### src/rtl/grid_game_core.sv
// -----------------------------------------------------------------------------
// grid_game_core
// Game logic for a single-player grid shooting game. It sits between the
// debounced buttons and the renderer / seven-segment controller.
// Features: configurable grid size, turn budget and cursor wrap mode. The ship
// map is loaded at runtime. A new game can restart at any time, and a shot at
// an already-resolved cell is rejected.
//
// Parameters
//   ROWS, COLS  grid size (2..16 each)
//   MAX_TURNS   shots per game (1..31)
//   WRAP        1: cursor wraps at edges, 0: cursor saturates at edges
//
// Ports
//   clk, reset        clock, asynchronous active-high reset
//   btn_l/r/u/d/c     debounced level buttons (acted on at their rising edge)
//   new_game          pulse: (re)start a game using ship_map_flat
//   ship_map_flat     1 = ship at cell row*COLS+col (sampled in LOAD only)
//   cursor_row/col    cursor position, zero-extended to 4 bits
//   cell_status_flat  2 bits per cell: 00 unknown, 01 miss, 10 hit
//   turns_left        remaining shots
//   hits_left         ship cells not yet hit (saturates at 255)
//   shot_valid        1-cycle pulse while a shot resolves; shot_hit qualifies it
//   dup_shot          1-cycle pulse: fire on an already-resolved cell, ignored
//   win, lose         level game outcome
// -----------------------------------------------------------------------------
module grid_game_core #(
  parameter int ROWS      = 10,
  parameter int COLS      = 10,
  parameter int MAX_TURNS = 20,
  parameter int WRAP      = 1
) (
  input  logic                     clk,
  input  logic                     reset,
  input  logic                     btn_l,
  input  logic                     btn_r,
  input  logic                     btn_u,
  input  logic                     btn_d,
  input  logic                     btn_c,
  input  logic                     new_game,
  input  logic [ROWS*COLS-1:0]     ship_map_flat,
  output logic [3:0]               cursor_row,
  output logic [3:0]               cursor_col,
  output logic [2*ROWS*COLS-1:0]   cell_status_flat,
  output logic [4:0]               turns_left,
  output logic [7:0]               hits_left,
  output logic                     shot_valid,
  output logic                     shot_hit,
  output logic                     dup_shot,
  output logic                     win,
  output logic                     lose
);

  localparam int         N        = ROWS * COLS;
  localparam logic [3:0] ROW_MAX  = 4'(ROWS - 1);
  localparam logic [3:0] COL_MAX  = 4'(COLS - 1);
  localparam bit         WRAP_EN  = (WRAP != 0);

  localparam logic [2:0] S_IDLE    = 3'd0;
  localparam logic [2:0] S_LOAD    = 3'd1;
  localparam logic [2:0] S_PLAY    = 3'd2;
  localparam logic [2:0] S_RESOLVE = 3'd3;
  localparam logic [2:0] S_WIN     = 3'd4;
  localparam logic [2:0] S_LOSE    = 3'd5;

  logic [2:0]     state_q, state_d;
  logic [3:0]     row_q, row_d, col_q, col_d;
  logic [2*N-1:0] cells_q, cells_d;
  logic [N-1:0]   ship_q, ship_d;
  logic [4:0]     turns_q, turns_d;
  logic [8:0]     hits_q, hits_d;      // one bit wider than the output so 256-cell maps count correctly
  logic           dup_q, dup_d;
  logic [4:0]     btn_q;               // {c, d, u, r, l}

  logic [4:0]     btn_now, rise;
  logic [8:0]     cur_idx;
  logic [1:0]     tgt_status;
  logic           tgt_ship;
  logic [8:0]     map_count;

  function automatic logic [8:0] popcount(input logic [N-1:0] v);
    logic [8:0] cnt;
    cnt = '0;
    for (int i = 0; i < N; i++) cnt = cnt + 9'(v[i]);
    return cnt;
  endfunction

  // The edge registers track the inputs in every state. A button still held
  // across a state change or a new game therefore never produces a stale edge.
  assign btn_now   = {btn_c, btn_d, btn_u, btn_r, btn_l};
  assign rise      = btn_now & ~btn_q;
  assign cur_idx   = 9'(row_q) * 9'(COLS) + 9'(col_q);
  assign map_count = popcount(ship_map_flat);

  // The cell under the cursor is picked with a constant-index loop. This keeps
  // every select in range, whatever the grid size.
  always_comb begin
    tgt_status = 2'b00;
    tgt_ship   = 1'b0;
    for (int i = 0; i < N; i++) begin
      if (cur_idx == 9'(i)) begin
        tgt_status = cells_q[2*i +: 2];
        tgt_ship   = ship_q[i];
      end
    end
  end

  always_comb begin
    // NOTE: every signal assigned here gets a default first, so no path can
    // leave it unassigned and infer a latch.
    state_d = state_q;
    row_d   = row_q;
    col_d   = col_q;
    cells_d = cells_q;
    ship_d  = ship_q;
    turns_d = turns_q;
    hits_d  = hits_q;
    dup_d   = 1'b0;

    case (state_q)
      S_IDLE: if (new_game) state_d = S_LOAD;

      S_LOAD: begin
        ship_d  = ship_map_flat;
        cells_d = '0;
        row_d   = 4'd0;
        col_d   = 4'd0;
        turns_d = 5'(MAX_TURNS);
        hits_d  = map_count;
        state_d = (map_count == 9'd0) ? S_WIN : S_PLAY;
      end

      S_PLAY: begin
        if (new_game) begin
          state_d = S_LOAD;
        end else if (rise[4]) begin
          // Fire takes priority over movement. The cursor stays put so that
          // RESOLVE updates the cell that was targeted.
          if (tgt_status != 2'b00) dup_d   = 1'b1;
          else                     state_d = S_RESOLVE;
        end else begin
          // Opposing presses cancel. The two axes are independent.
          if (rise[0] && !rise[1])
            col_d = (col_q == 4'd0)    ? (WRAP_EN ? COL_MAX : 4'd0)    : col_q - 4'd1;
          else if (rise[1] && !rise[0])
            col_d = (col_q == COL_MAX) ? (WRAP_EN ? 4'd0    : COL_MAX) : col_q + 4'd1;
          if (rise[2] && !rise[3])
            row_d = (row_q == 4'd0)    ? (WRAP_EN ? ROW_MAX : 4'd0)    : row_q - 4'd1;
          else if (rise[3] && !rise[2])
            row_d = (row_q == ROW_MAX) ? (WRAP_EN ? 4'd0    : ROW_MAX) : row_q + 4'd1;
        end
      end

      S_RESOLVE: begin
        if (new_game) begin
          state_d = S_LOAD;
        end else begin
          for (int i = 0; i < N; i++)
            if (cur_idx == 9'(i)) cells_d[2*i +: 2] = tgt_ship ? 2'b10 : 2'b01;
          turns_d = turns_q - 5'd1;
          hits_d  = hits_q - 9'(tgt_ship);
          // Sinking the last ship beats running out of turns on the same shot.
          if (hits_d == 9'd0)       state_d = S_WIN;
          else if (turns_d == 5'd0) state_d = S_LOSE;
          else                      state_d = S_PLAY;
        end
      end

      S_WIN, S_LOSE: if (new_game) state_d = S_LOAD;

      default: state_d = S_IDLE;
    endcase
  end

  // NOTE: the cell and ship arrays are ordinary flops and are reset along with
  // everything else. The renderer must see "unknown" on every cell straight
  // out of reset.
  always_ff @(posedge clk or posedge reset) begin
    if (reset) begin
      state_q <= S_IDLE;
      row_q   <= '0;
      col_q   <= '0;
      cells_q <= '0;
      ship_q  <= '0;
      turns_q <= '0;
      hits_q  <= '0;
      dup_q   <= 1'b0;
      btn_q   <= '0;
    end else begin
      // NOTE: non-blocking assignments throughout, so every register samples
      // pre-edge values regardless of statement order.
      state_q <= state_d;
      row_q   <= row_d;
      col_q   <= col_d;
      cells_q <= cells_d;
      ship_q  <= ship_d;
      turns_q <= turns_d;
      hits_q  <= hits_d;
      dup_q   <= dup_d;
      btn_q   <= btn_now;
    end
  end

  assign cursor_row       = row_q;
  assign cursor_col       = col_q;
  assign cell_status_flat = cells_q;
  assign turns_left       = turns_q;
  assign hits_left        = hits_q[8] ? 8'hFF : hits_q[7:0];
  assign shot_valid       = (state_q == S_RESOLVE);
  assign shot_hit         = (state_q == S_RESOLVE) && tgt_ship;
  assign dup_shot         = dup_q;
  assign win              = (state_q == S_WIN);
  assign lose             = (state_q == S_LOSE);

endmodule
### config.mk
export PLATFORM = sky130hd
export DESIGN_NAME = grid_game_core
export DESIGN_NICKNAME = d
export VERILOG_FILES = /design/src/rtl/grid_game_core.sv
export SDC_FILE = /design/constraint.sdc
export NUM_CORES = 1
export LEC_CHECK = 0
export ABC_CLOCK_PERIOD_IN_PS = 10400
export BUFFER_PORTS_ARGS = -buffer_cell sky130_fd_sc_hd__buf_2
export CAP_MARGIN = 20
export CORE_MARGIN = 1
export CORE_UTILIZATION = 50
export CTS_BUF_LIST = sky130_fd_sc_hd__clkbuf_2 sky130_fd_sc_hd__clkbuf_4 sky130_fd_sc_hd__clkbuf_8
export DETAILED_ROUTE_END_ITERATION = 10
export PLACE_DENSITY_LB_ADDON = 0.08
export SETUP_SLACK_MARGIN = 0.3
export SLEW_MARGIN = 25
export SYNTH_ARGS = -nofsm -noshare
export SYNTH_HDL_FRONTEND = slang
export SYNTH_SLANG_ARGS = --single-unit
export TNS_END_PERCENT = 10
### constraint.sdc
create_clock -name clk -period 10.4 [get_ports clk]
set_input_delay 1.04 -clock clk [delete_from_list [all_inputs] [get_ports clk]]
set_output_delay 1.04 -clock clk [all_outputs]
set_load 0.02 [all_outputs]
==> summary.txt <==
Clocking
  • Worst skew pair latency: 0.74 ns
  • Max clock buf depth: 3
  • Root Driver: clkbuf_8
  • CTS-repair resized insts: 0
  • TritonCTS clock tree: done
  • Hold buffers post-CTS: 0
  • CTS Sinks: approximately 330
  • Total CTS buffers: 60
  • Setup bufs post-CTS: 0
  • CTS H-tree depth: 2
  • Clock-pin slew on the worst setup and hold paths: 0.06 ns

Yosys
  • EDFF count, synth: 0
  • Count leader, synth: nand2_1
  • Cell Area, Synth: ~0.021 mm²
  • Area leader, netlist: dfrtp_1
  • Post-synthesis sequential area ratio: 0.387
  • Post-synthesis compound-gate area fraction: 0.234
  • Yosys Warn Count: 0
  • Most used DFF post-synth: dfrtp_1
  • Multiplexer area fraction after synthesis: 0.0235
  • Synth area leaders: dfrtp_1 39%, nand2_1 11%, fa_1 8.4%
  • Synth cell count leaders: 638 x nand2_1, 331 x dfrtp_1, 156 x inv_1
  • Netlist cell types: between 80 and 90
  • Asr flop ratio synth: 1.00
  • Cells after Synth: 2,536
  • XOR/XNOR Fraction of Synth Area: 0.00608
  • Simple-gate portion of the synthesized area: 0.183
  • Flops & latches, synth: 331
  • Syn Area/Cell: ~8.4 µm²
  • Synth top area share: 0.387
  • Adder-cell share of the synthesized area: 0.106
  • Mapped Nets: between 2,000 and 3,000
  • Largest family of logic cells by synthesized area: compound AO/OA/AOI/OAI gates

Timing
  • Final setup TNS: 0 ns
  • Worst Tran Pin Value: between 1 and 1.5 ns
  • FMAX: 128 MHz
  • Final min period: 7.84 ns
  • Final hold violations: 0
  • Slew Limit Headroom: 0.207
  • Final Max Tran Viols: 0
  • Setup violators final: 0
  • Final worst-path cycle share: 0.753
  • Unrepaired setup endpoints after global routing: no
  • Setup Skew: about 0.054 ns

Global route
  • Vias in the first global route: 21,174
  • GRT Resource Usage Total: 0.431
  • Largest net degree at the start of global routing: 167
  • First-pass GRT wire length: 139,000 µm
  • Initial antenna violation count: 2
  • Total gr overflow: 0

Setup path
  • Worst path slowest cell: dfrtp_1
  • Reg2Reg Setup Slack: 2.71 ns
  • Crit path DAT: 6.80 ns
  • Crit. End Element: primary output
  • Most common cell on crit path: ha_1
  • CP Max Fanout: 26
  • Crit path kind: flip-flop to primary output
  • Startpoint types: flip-flop
  • WP data required: 9.36 ns
  • Critical R2R Launch: cursor_row[3]
  • Biggest cell delay along the critical path: 0.71 ns
  • Buf/Inv on CP: 2
  • Reg2reg end: hits_q[8]
  • Crit path cell chain: ha_1 -> ha_1 -> fa_1 -> o211a_1 -> nand2_2 -> o41a_1 -> a21oi_2 -> buf_4 -> and2_1 -> o221ai_1 -> a31o_2 -> o311a_1 -> or3_2 -> nor2_1 -> buf_2
  • Top Family by Delay on Critical Path: simple AND/OR/NAND/NOR gates
  • Cells on worst reg2reg path: 21

Finish
  • ANT cells: 0
  • Net count, final: 3,071
  • Layout cell share with drive strength beyond 1: 0.199
  • Area Overhead vs Synth: 16.6%

Floorplan
  • Row count: 75
  • Die Span X: between 200 and 250 µm
  • Core box area: 0.0421 mm²
  • # IOs: 334
  • Die Footprint: 0.0437 mm²
  • Starting Density: 0.508
  • Die Ht: 209 µm

Detailed routing
  • # DRC: 0
  • Final WL: roughly 95,000 µm
  • Initial DRC Count: about 3,000
  • WL/cell: between 20 and 30 µm
  • Routed Antenna Nets: 0
  • Vias post-DR: ~22,000
  • Vias/cell: 6.47
  • Drt pass-1 iters: 9

Status
  • Status: finished, final reports clean

Place
  • Port bufs: approximately 330
  • Hpwl dp: ~66,000 µm
  • RePlAce Congestion: between 0.9 and 1

Min path
  • HP Class: primary input to async pin

Job
  • Max Cap Violations: 0
[layer usage]
metal	track usage	share of wire	vias up
met5	0	0.00023	-
met4	0.238	0.060	4
met3	0.122	0.12	335
met2	0.638	0.44	1576
met1	0.571	0.38	10723
li1	-	-	9445
[registers in the layout, indices dropped and copies added, names as in the netlist]
name,cells
ship_q,100
turns_left,5
cell_status_flat,200
hits_q,9
state_q,3
btn_q,5
cursor_row,4
dup_shot,1
cursor_col,4
[logic make-up after synthesis]
kind of cell,after synthesis
multiplexers,46
flip-flops,331
XOR/XNOR,14
buffers and inverters,323
adder cells (fa/ha/maj),128
AO/OA/AOI/OAI,756
AND/OR/NAND/NOR,938
[worst max-delay path by stage]
stage / start / to / slack, ns / depth (start not counted)
after global routing: cursor_row[3] / shot_hit / 2.41 / 15
after detailed placement: ship_map_flat[65] / state_q[1] / 2.39 / 28
after floorplan: ship_map_flat[83] / state_q[1] / 3.11 / 29
after global placement: ship_map_flat[65] / state_q[1] / 2.62 / 28
after CTS: cursor_row[3] / shot_hit / 2.63 / 15
final: cursor_row[3] / shot_hit / 2.56 / 15
[worst reg2reg max path, stage by stage (launching register included)]
cell,delay [ns]
dfrtp_1,0.71
ha_1,0.35
ha_1,0.23
fa_1,0.66
o211a_1,0.22
nand2_2,0.41
o41a_1,0.63
a21oi_2,0.16
buf_4,0.26
and2_1,0.66
o221ai_1,0.27
a31o_2,0.30
o311a_1,0.23
nor2_4,0.76
ha_1,0.31
ha_1,0.22
nor3b_1,0.57
nand2_1,0.14
nor2_1,0.12
nor2_1,0.04
o21ai_0,0.17
o41ai_1,0.10
[final cells by class]
cell class / count / area, µm²
flip-flops and latches: 331 / 8290
inverters: 157 / 593
clock inverters: 13 / 151
clock buffers: 89 / 1120
well taps: 539 / 674
fillers: 3937 / 17200
multi-input cells: 1882 / 11900
repair buffers: 403 / 2210
[per-stage QoR]
step	std cells	util	hold slack [ns]	instance area (µm²)	setup WS (ns)
floorplan	2536	-	0.440	21400	3.11
global placement	3312	0.562	0.454	23700	2.62
detailed placement	3312	0.563	0.459	23700	2.39
CTS	3414	0.593	0.345	25000	2.63
global route	3414	0.593	0.355	25000	2.41
finish	3414	0.593	0.326	25000	2.56
[placed cells by master (no fill, tap or decap), drive strengths merged, types with 9 or more instances in the layout]
master   synthesis  routed
nand2          639     639
buf             63     403
dfrtp          331     331
o21ai          216     216
inv            156     154
nor2           113     113
a21oi          109     109
o31ai           99      99
fa              90      90
clkbuf         103      89
a21o            64      64
nand3           38      38
ha              38      38
o22ai           36      36
nor3            34      34
mux2i           30      30
a31oi           27      27
a211oi          27      27
nand2b          24      24
o211ai          20      20
and2            18      18
nor2b           15      15
mux2            14      14
or2             12      12
o21a            11      11
a22oi           11      11
a221oi          10      10
and3             9       9
o2bb2ai          9       9
a32oi            9       9
clkinv           1       9
Power is not shown: default switching activity piles up to over one toggle a cycle in this logic, so the estimate is an artifact.
